**src/rtl/tis_pkg.sv**
```systemverilog
// Shared constants and types for the TIS core array and its boot loader.
// Latency: n/a (package only).
// Backpressure: n/a.
package tis_pkg;

    localparam int N_CORES    = 12;      // cores / ROM blocks
    localparam int PROG_DEPTH = 15;      // instruction slots per core
    localparam int WORD_W     = 16;      // instruction width
    localparam int ROM_AW     = 8;       // 2^ROM_AW >= N_CORES*PROG_DEPTH + 1
    localparam int CORE_W     = $clog2(N_CORES);
    localparam int SLOT_W     = 4;

    localparam logic [WORD_W-1:0] END_WORD = 16'hFFFF;

    // Checksum word sits just past the last program block.
    localparam logic [ROM_AW-1:0] CHK_ADDR = ROM_AW'(N_CORES * PROG_DEPTH);

    // Program length, shared with the core's pLength input.
    typedef logic [3:0] plen_t;

    typedef enum logic [2:0] {
        IDLE,
        FETCH,
        CAPT,
        SKIP,
        CHK,
        DONE
    } loader_state_e;

endpackage

```
**src/rtl/prog_addr_gen.sv**
```systemverilog
// Core/slot counters for the program loader; drives the ROM read address.
// Latency: rom_addr is combinational from the registered counters (0 cycles).
// Backpressure: none; counters move only on the loader's explicit strobes.
// Ports: clr/slot_inc/core_inc/chk_sel control in; core, slot, rom_addr,
//        slot_last, core_last out.
module prog_addr_gen
    import tis_pkg::*;
(
    input  logic              clk,
    input  logic              rst,        // async, active-low
    input  logic              clr,        // restart at core 0 slot 0
    input  logic              slot_inc,   // next slot of same core
    input  logic              core_inc,   // next core, slot back to 0
    input  logic              chk_sel,    // point at the checksum word
    output logic [CORE_W-1:0] core,
    output logic [SLOT_W-1:0] slot,
    output logic [ROM_AW-1:0] rom_addr,
    output logic              slot_last,
    output logic              core_last
);

    logic [CORE_W-1:0] core_q;
    logic [SLOT_W-1:0] slot_q;
    // Block base address kept as a running sum so no multiplier is needed.
    logic [ROM_AW-1:0] base_q;

    always_ff @(posedge clk or negedge rst) begin
        if (!rst) begin
            core_q <= '0;
            slot_q <= '0;
            base_q <= '0;
        end else if (clr) begin
            core_q <= '0;
            slot_q <= '0;
            base_q <= '0;
        end else if (core_inc) begin
            core_q <= core_q + CORE_W'(1);
            slot_q <= '0;
            base_q <= base_q + ROM_AW'(PROG_DEPTH);
        end else if (slot_inc) begin
            slot_q <= slot_q + SLOT_W'(1);
        end
    end

    assign core      = core_q;
    assign slot      = slot_q;
    assign rom_addr  = chk_sel ? CHK_ADDR : (base_q + ROM_AW'(slot_q));
    assign slot_last = (slot_q == SLOT_W'(PROG_DEPTH - 1));
    assign core_last = (core_q == CORE_W'(N_CORES - 1));

endmodule

```
**src/rtl/prog_loader.sv**
```systemverilog
// Boot loader: walks the program ROM, writes every core's slots, sets plen, then releases core_rst.
// Latency: 2 cycles per word or terminator, 1 per core advance (+2 for checksum); 372 cycles for a full load.
// Backpressure: none; start is ignored while busy, ROM data is assumed valid 1 cycle after rom_addr.
// Ports: start/busy/done handshake, rom_addr/rom_data ROM port, wr_* instruction write port,
//        plen packed lengths (core k at [4k+3:4k]), core_rst to the array, err checksum flag.
// Optional: define PROG_LOADER_CHECKSUM_EN to verify the word after the last block against a running sum.
module prog_loader
    import tis_pkg::*;
(
    input  logic                  clk,
    input  logic                  rst,        // async, active-low
    input  logic                  start,
    output logic                  busy,
    output logic                  done,
    output logic [ROM_AW-1:0]     rom_addr,
    input  logic [WORD_W-1:0]     rom_data,
    output logic                  wr_en,
    output logic [CORE_W-1:0]     wr_core,
    output logic [SLOT_W-1:0]     wr_slot,
    output logic [WORD_W-1:0]     wr_data,
    output logic [N_CORES*4-1:0]  plen,
    output logic                  core_rst,
    output logic                  err
);

    loader_state_e     state_q;
    logic [CORE_W-1:0] core;
    logic [SLOT_W-1:0] slot;
    logic              slot_last;
    logic              core_last;
    logic              is_end;
    logic              clr;
    logic              slot_inc;
    logic              core_inc;
    logic              chk_sel;
    logic              plen_we;
    plen_t             plen_val;
    logic [N_CORES*4-1:0] plen_q;

    assign is_end   = (rom_data == END_WORD);
    // A new load may begin from IDLE or straight out of DONE (reload).
    assign clr      = ((state_q == IDLE) || (state_q == DONE)) && start;
    assign slot_inc = (state_q == CAPT) && !is_end && !slot_last;
    assign core_inc = (state_q == SKIP) && !core_last;

    // Length is recorded either at the terminator or after the last slot.
    assign plen_we  = (state_q == CAPT) && (is_end || slot_last);
    assign plen_val = is_end ? plen_t'(slot) : plen_t'(PROG_DEPTH);

    // Write strobe is decoded in CAPT so it lines up with rom_data.
    assign wr_en    = (state_q == CAPT) && !is_end;
    assign wr_core  = core;
    assign wr_slot  = slot;
    assign wr_data  = rom_data;
    assign plen     = plen_q;

    prog_addr_gen u_addr_gen (
        .clk       (clk),
        .rst       (rst),
        .clr       (clr),
        .slot_inc  (slot_inc),
        .core_inc  (core_inc),
        .chk_sel   (chk_sel),
        .core      (core),
        .slot      (slot),
        .rom_addr  (rom_addr),
        .slot_last (slot_last),
        .core_last (core_last)
    );

`ifdef PROG_LOADER_CHECKSUM_EN
    logic [WORD_W-1:0] sum_q;
    logic              chk_ph_q;   // 0: address phase, 1: compare phase
    logic              err_q;

    assign chk_sel = (state_q == CHK);
    assign err     = err_q;

    always_ff @(posedge clk or negedge rst) begin
        if (!rst) begin
            sum_q    <= '0;
            chk_ph_q <= 1'b0;
            err_q    <= 1'b0;
        end else if (clr) begin
            sum_q    <= '0;
            chk_ph_q <= 1'b0;
            err_q    <= 1'b0;
        end else if (state_q == CAPT) begin
            // Terminators are part of the sum as well.
            sum_q <= sum_q + rom_data;
        end else if (state_q == CHK) begin
            chk_ph_q <= !chk_ph_q;
            if (chk_ph_q) begin
                err_q <= (rom_data != sum_q);
            end
        end
    end
`else
    assign chk_sel = 1'b0;
    assign err     = 1'b0;
`endif

    always_ff @(posedge clk or negedge rst) begin
        if (!rst) begin
            plen_q <= '0;
        end else if (clr) begin
            plen_q <= '0;
        end else if (plen_we) begin
            for (int k = 0; k < N_CORES; k++) begin
                if (core == CORE_W'(k)) begin
                    plen_q[4*k +: 4] <= plen_val;
                end
            end
        end
    end

    always_ff @(posedge clk or negedge rst) begin
        if (!rst) begin
            state_q  <= IDLE;
            busy     <= 1'b0;
            done     <= 1'b0;
            core_rst <= 1'b1;
        end else begin
            case (state_q)
                IDLE, DONE: begin
                    if (start) begin
                        state_q  <= FETCH;
                        busy     <= 1'b1;
                        done     <= 1'b0;
                        core_rst <= 1'b1;
                    end
                end
                FETCH: begin
                    state_q <= CAPT;
                end
                CAPT: begin
                    if (is_end || slot_last) begin
                        state_q <= SKIP;
                    end else begin
                        state_q <= FETCH;
                    end
                end
                SKIP: begin
                    if (core_last) begin
`ifdef PROG_LOADER_CHECKSUM_EN
                        state_q <= CHK;
`else
                        state_q  <= DONE;
                        busy     <= 1'b0;
                        done     <= 1'b1;
                        core_rst <= 1'b0;
`endif
                    end else begin
                        state_q <= FETCH;
                    end
                end
`ifdef PROG_LOADER_CHECKSUM_EN
                CHK: begin
                    // Release happens whether or not the checksum matched.
                    if (chk_ph_q) begin
                        state_q  <= DONE;
                        busy     <= 1'b0;
                        done     <= 1'b1;
                        core_rst <= 1'b0;
                    end
                end
`endif
                default: begin
                    state_q <= IDLE;
                end
            endcase
        end
    end

endmodule

```
**config.mk**
```make
export PLATFORM = sky130hd
export DESIGN_NAME = prog_loader
export DESIGN_NICKNAME = d
export VERILOG_FILES = /design/src/rtl/tis_pkg.sv /design/src/rtl/prog_addr_gen.sv /design/src/rtl/prog_loader.sv
export SDC_FILE = /design/constraint.sdc
export NUM_CORES = 1
export LEC_CHECK = 0
export BUFFER_PORTS_ARGS = -buffer_cell sky130_fd_sc_hd__buf_2
export CORE_MARGIN = 10
export CORE_UTILIZATION = 53
export DETAILED_ROUTE_END_ITERATION = 8
export GPL_TIMING_DRIVEN = 0
export HOLD_SLACK_MARGIN = 0.05
export PLACE_DENSITY = 0.8
export SLEW_MARGIN = 20
export SYNTH_ARGS = -nofsm -noshare
export SYNTH_HDL_FRONTEND = slang
export SYNTH_HIERARCHICAL = 1
export SYNTH_SLANG_ARGS = --single-unit
```
**constraint.sdc**
```tcl
create_clock -name clk -period 2.6 [get_ports clk]
set_input_delay 0.39 -clock clk [delete_from_list [all_inputs] [get_ports clk]]
set_output_delay 0.39 -clock clk [all_outputs]
set_load 0.1 [all_outputs]
```
==> results.ini, run 1 <==
[placement]
pre_cts_ws_ns=0.00578
place_congestion=0.849
hpwl_um=7380
placed_cells=566
port_buffers=102

[finish]
fin_cells=586
area_growth_pct=28.7
post-route-util_pct=69.1
nets=510
drive_gt1_share_pct=40.2
diodes=0

[route]
dr.pass1.iters=4
drc=0
drt_iter0_drc=113
viasPerCell=5.30
ant_nets=0
drt-total-wl_um=9840
vias=3103
wl_per_cell_um=16.8

[sta]
fin_crit_sh_pct=101
skew_ns=0.0105
grt_setup_unrepaired=yes
min_period_ns=2.62
slew_viol_final=0
hold_viol_final=0
tightest_slew_ns=0.555
fmax_ghz=0.382
worst_slew_margin_rel_pct=62.9
setup_viol=1
timing.hold.ws_ns=0.350
setup_slack_ns=-0.0158
fin_tns_setup_ns=-0.0158

[worst_hold_path]
hp-class=in -> reg
whs_path_depth=3

[clocking]
clockBufferDepth=2
clock_latency_ns=0.36
cts_sinks=70
cts_root_buffer=clkbuf_8
cts.clk_slew.worst_paths_ns=0.07
cts_tree=built
h-tree-depth=3
cts_buffers=9

[worst_setup_path]
cp_slowest_cell=dfrtp_4
cpPeakStageDelay_ns=0.50
crit_type=reg -> out
worstSetupEndpointType=output pin
cp_cell_sequence=ha_4 > fa_2 > a21o_1 > a21oi_2 > mux2i_4 > buf_12
start_kind=flop
crit_arrival_ns=2.23
r2r_cells=8
path_max_fanout=3
crit_required_ns=2.21

[power_and_ir_drop]
pwr-share-comb_pct=61.4
powerDensity_nw_per_um2=1300
vdd_drop_max_mv=1.31
p_leak_nw=2.73
power.switching_mw=3.73
pwr-share-clk_pct=12.8
power_frac_seq_pct=25.8
p_int_mw=2.71
sw_frac_of_total_pct=57.9

[grt]
grt_overflow=0
antenna_found_initial=0
grt_max_degree=45
grt_pass1_vias=3170
grt_use_total_pct=17.9
grt_pass1_wl_um=16300

[yosys]
synth_edf_count=0
synth_top_flop_cell=dfrtp_1
synthCells=360
async_reset_ff_share_pct=100
yosysSeqAreaShare_pct=45.5
synth-warning-count=6
syn_area_um2=3850
synth.distinct_cells=51
ys_ff_latch=70
syn_avg_cell_area_um2=10.7

[floorplan]
rows=31
core_um2=7180
die_w_um=105
dieArea_um2=11100
ioPinCount=104
start_util_pct=53.7
die_h_um=105

[outcome]
failed_checks=negative setup slack
status=complete, but fails checks

[job]
drv_cap=0

metrics by stage:
| stage | total power, mW | cell area (um2) |
|---|---|---|
| 4_1_cts | 6.42 | 4920 |
| 6_report | 6.44 | 4960 |
| 2_1_floorplan | 4.86 | 4020 |
| 5_1_grt | 6.77 | 4960 |
| 3_3_place_gp | 5.43 | 4660 |
| 3_5_place_dp | 5.53 | 4680 |
registers in the layout (all words and copies together) (netlist names):
register and flops:
state_q 3, u_addr_gen/core 4, u_addr_gen/base_q 8, u_addr_gen/slot 4, done 1, busy 1, core_rst 1, plen 48
cells in the final DEF (no fill, tap or decap), types with 6 or more instances in the layout:
master	synthesis	final
inv_1	10	10
nand4_1	9	9
nand2b_1	6	6
nand2_1	55	55
buf_4	22	27
clkbuf_8	0	10
a21oi_1	11	9
mux2i_1	52	50
nand4_4	9	9
dfrtp_1	69	62
buf_2	4	99
nor2_1	23	23
final timing paths:
kind	start	slack, ns	end
setup / recovery	u_addr_gen/slot[0]	-0.02	rom_addr[4]
hold / removal	start	0.35	state_q[2]
setup reg to reg	state_q[2]	0.25	u_addr_gen/core[0]
hold reg to reg	core_rst	0.52	core_rst
max in group asynchronous	rst	1.55	u_addr_gen/base_q[0]
min in group asynchronous	rst	0.48	plen[38]
timing repair:
| item | in CTS | in global routing |
|---|---|---|
| endpoints found under the setup margin | 4 | 16 |
| setup buffers | 1 | 2 |
| resized for setup | 12 | 8 |
| hold buffers | 1 | 0 |
| gates cloned | 0 | 0 |
| pin swaps | 1 | 4 |
| hold endpoints to repair | 25 | 0 |
kinds of logic (layout without fill, tap and decap cells):
logic type      count (synthesis)  after routing  synth area share (%)
compound gates                 35             35                  6.50
xor+xnor                       10             10                  2.27
fa+ha+maj                       9              9                  3.12
buf+inv                        44            167                  6.98
flops                          70             70                  45.5
mux                            52             52                  13.5
other cells                     1              5                0.0973
simple gates                  139            139                  22.0
cell usage after synthesis (all sizes together) (4+ instances only):
| cell type | n | area, um2 |
|---|---|---|
| mux2i | 52 | 521 |
| nor3 | 5 | 25.0 |
| nor2b | 6 | 37.5 |
| xnor2 | 5 | 43.8 |
| ha | 8 | 100 |
| nand2 | 55 | 206 |
| nand4 | 19 | 260 |
| clkbuf | 6 | 22.5 |
| nor2 | 23 | 86.3 |
| nor3b | 4 | 41.3 |
| a21oi | 11 | 55.1 |
| xor2 | 5 | 43.8 |
| buf | 27 | 205 |
| dfrtp | 69 | 1730 |
| o21ai | 10 | 65.1 |
| inv | 11 | 41.3 |
| nand2b | 6 | 37.5 |
cell type report:
type                    instances  area (um2)
fillers                       551        2220
repair buffers                107         609
clock buffers                  10         138
flip-flops and latches         70        1770
multi-input cells             250        2000
clock inverters                 6        46.3
inverters                      11        41.3
well taps                      99         124
plain buffers                  33         229
power by group through the flow:
stage	clock network, mW	registers (mW)	logic [mW]
after detailed placement	0	1.69	3.83
final	0.824	1.66	3.95
after CTS	0.829	1.66	3.93
after floorplan	0	2.84	2.02
after global placement	0	1.67	3.76
after global routing	0.880	1.70	4.19
critical path, delay by kind of cell (launching register included):
kind | cells | cell delay [ns]
AO/OA/AOI/OAI | 2 | 0.36
adder cells (fa/ha/maj) | 2 | 0.54
buffers and inverters | 1 | 0.19
flip-flops | 1 | 0.50
multiplexers | 1 | 0.27
per-layer routing:
metal  GRT usage [%]  share of wire, %
met4            6.47               1.6
met1            22.3                42
met3            4.38               7.3
met5               0                 0
met2            29.6                49
Note: power is estimated with default switching activity, not from simulation.
==> inputs of run 2 (changes only) <==
--- a/config.mk
+++ b/config.mk
@@ -6,12 +6,15 @@
 export NUM_CORES = 1
 export LEC_CHECK = 0
 export BUFFER_PORTS_ARGS = -buffer_cell sky130_fd_sc_hd__buf_2
+export CELL_PAD_IN_SITES_DETAIL_PLACEMENT = 0
+export CELL_PAD_IN_SITES_GLOBAL_PLACEMENT = 1
+export CORE_ASPECT_RATIO = 1.1
 export CORE_MARGIN = 10
-export CORE_UTILIZATION = 53
+export CORE_UTILIZATION = 37
 export DETAILED_ROUTE_END_ITERATION = 8
 export GPL_TIMING_DRIVEN = 0
 export HOLD_SLACK_MARGIN = 0.05
-export PLACE_DENSITY = 0.8
+export PLACE_DENSITY_LB_ADDON = 0.1
 export SLEW_MARGIN = 20
 export SYNTH_ARGS = -nofsm -noshare
 export SYNTH_HDL_FRONTEND = slang
==> constraint.sdc (replaced) <==
create_clock -name clk -period 2.1 [get_ports clk]
set_input_delay 0.315 -clock clk [delete_from_list [all_inputs] [get_ports clk]]
set_output_delay 0.315 -clock clk [all_outputs]
set_load 0.1 [all_outputs]
==> run 2 against run 1 <==
  * The flow still finishes with violations (negative setup slack)
  * Critical path depth is the same
  * Sequential share of layout area shrank 3.0 points
  * Hold slack lost 0.055 ns
  * Routed wire length grew 5.3%
  * Die area grew 34%
  * Clock-buffer cell count is the same
  * Non-clock buffer count grew 19
  * Setup slack lost 0.44 ns
  * Clock power grew 74%
  * Clock skew shrank 0.00064 ns
==> results.ini, run 2 (synthesized netlist as in run 1, its figures left out) <==
[sta]
hold_viol_final=0  ; unchanged
timing.hold.ws_ns=0.294  ; -0.0555 ns
tightest_slew_ns=0.556  ; +0.00120 ns
grt_setup_unrepaired=yes
min_period_ns=2.56
fmax_ghz=0.391
fin_tns_setup_ns=-1.83  ; -1.81 ns
slew_viol_final=0  ; unchanged
setup_viol=7  ; +6
fin_crit_sh_pct=122
skew_ns=0.00990  ; -0.000640 ns
worst_slew_margin_rel_pct=62.8  ; -0.080 points
setup_slack_ns=-0.458  ; -0.442 ns

[placement]
postPlaceCellArea_um2=4790  ; +2.4%
hpwl_um=7560  ; +2.4%
pre_cts_ws_ns=-0.550  ; -0.555 ns
place_congestion=0.768  ; -9.5%
port_buffers=102  ; unchanged
placed_cells=610  ; +7.8%

[route]
viasPerCell=4.65  ; -12%
drt_iter0_drc=101  ; -11%
dr.pass1.iters=4  ; unchanged
drc=0  ; unchanged
wl_per_cell_um=16.0  ; -4.9%
drt-total-wl_um=10400  ; +5.3%
ant_nets=0  ; unchanged
vias=3019  ; -2.7%

[floorplan]
die_w_um=117  ; +11%
dieArea_um2=14900  ; +34%
rows=39  ; +26%
start_util_pct=37.4  ; -16 points
ioPinCount=104  ; unchanged
die_h_um=127  ; +21%
core_um2=10300  ; +43%

[worst_setup_path]
crit_arrival_ns=2.24  ; about the same
crit_required_ns=1.78  ; -0.43 ns
start_kind=flop
ff2ff_setup_slack_ns=0.08  ; -0.17 ns
worstSetupEndpointType=output pin
path_max_fanout=3  ; unchanged
crit_type=reg -> out

[worst_hold_path]
hp-class=in -> reg

[finish]
area_growth_pct=41.4
finalInstanceArea_um2=5450  ; +9.9%
diodes=0  ; unchanged
drive_gt1_share_pct=46.8  ; +6.6 points
nets=529  ; +3.7%
fin_cells=649  ; +11%
mostFrequentLayoutCell=buf_2
ff_latch_area_um2=1780  ; +0.71%
largest_reg_flops=48  ; unchanged
post-route-util_pct=52.9  ; -16 points
multi_input_area_um2=2090  ; +4.7%
num-fill-cells=927  ; +68%
final_cell_mix=buf_2 (95), dfrtp_1 (56), nand2_1 (55)

[power_and_ir_drop]
powerDensity_nw_per_um2=1680  ; +30%
vdd_drop_max_mv=2.47  ; +89%
power_frac_seq_pct=22.0  ; -3.8 points
pwr-share-comb_pct=62.4  ; +1.0 points
power.switching_mw=4.90  ; +31%
p_int_mw=4.28  ; +58%
pwr-share-clk_pct=15.6  ; +2.8 points
p_total_mw=9.18  ; +43%
p_leak_nw=2.91  ; +6.6%
sw_frac_of_total_pct=53.4  ; -4.6 points

[grt]
grt_pass1_vias=3178  ; +0.25%
grt_use_met3_pct=3.51  ; -0.87 points
grt_max_degree=54  ; +20%
grt_overflow=0  ; unchanged
antenna_found_initial=0  ; unchanged
busiest_layer=met2
grtUsageMet1_pct=17.3  ; -5.0 points
grt_pass1_wl_um=16900  ; +3.9%
grt_use_total_pct=14.3  ; -3.6 points
use_met2_pct=24.2  ; -5.4 points

[clocking]
cts_buffers=9  ; unchanged
h-tree-depth=3  ; unchanged
clockBufferDepth=2  ; unchanged
cts.clk_slew.worst_paths_ns=0.06  ; about the same
cts_root_buffer=clkbuf_16
cts_tree=built
cts_sinks=70  ; unchanged
clock_latency_ns=0.33  ; -0.03 ns

[job]
drv_cap=0  ; unchanged

[outcome]
failed_checks=negative setup slack
status=complete, but fails checks

[run 2: cell types whose count changed in the layout (fill, tap and decap cells not counted), sizes merged]
cell	previous run	this run
clkinv	3	2
clkinvlp	2	4
inv	12	11
buf	131	153
clkbuf	18	15
[run 2: path summary, 6_finish.rpt]
| check | endpoint | depth (start not counted) | start |
|---|---|---|---|
| min in group asynchronous | plen[46] | 2 | rst |
| hold reg to reg | core_rst | 2 | core_rst |
| setup / recovery | rom_addr[4] | 6 | u_addr_gen/slot[0] |
| setup reg to reg | u_addr_gen/base_q[6] | 6 | u_addr_gen/core[0] |
| max in group asynchronous | u_addr_gen/core[1] | 3 | rst |
| hold / removal | state_q[2] | 3 | start |
[run 2: worst max-delay path, stage by stage, from the launching register on]
cell and delay [ns]:
dfrtp_4 0.49, ha_4 0.17, fa_2 0.38, a21o_1 0.19, a21oi_2 0.21, mux2i_4 0.28
buf_12 0.19
[run 2: final cells by class]
cell class | count | area share [%]
Inverter | 11 | 0.827
Sequential cell | 70 | 32.7
Timing Repair Buffer | 128 | 15.4
Buffer | 31 | 4.16
Clock buffer | 10 | 4.39
Multi-Input combinational cell | 250 | 38.4
Clock inverter | 6 | 0.827
Tap cell | 143 | 3.28
[run 2: power groups by stage]
stage | clock, mW | sequential, mW | combinational, mW
after floorplan | 0 | 3.54 | 2.58
after global placement | 0 | 2.12 | 4.77
after detailed placement | 0 | 2.13 | 4.80
after CTS | 1.46 | 2.03 | 5.47
after global routing | 1.50 | 2.08 | 6.08
final | 1.43 | 2.02 | 5.73
[run 2: metal layers]
layer  vias to the layer above  wire length (um)  share of wire (%)
met5                         -                 0                  0
met4                         0                74               0.71
met3                         7               503                4.9
met2                        54              5380                 52
met1                      1449              4410                 43
li1                       1509                 -                  -
[run 2: timing repair]
item | CTS | global route
endpoints found under the setup margin | 24 | 22
resized for setup | 41 | 12
pin swaps | 10 | 12
endpoints found under the hold margin | 16 | 0
buffers inserted | 14 | 11
hold buffers | 1 | 0
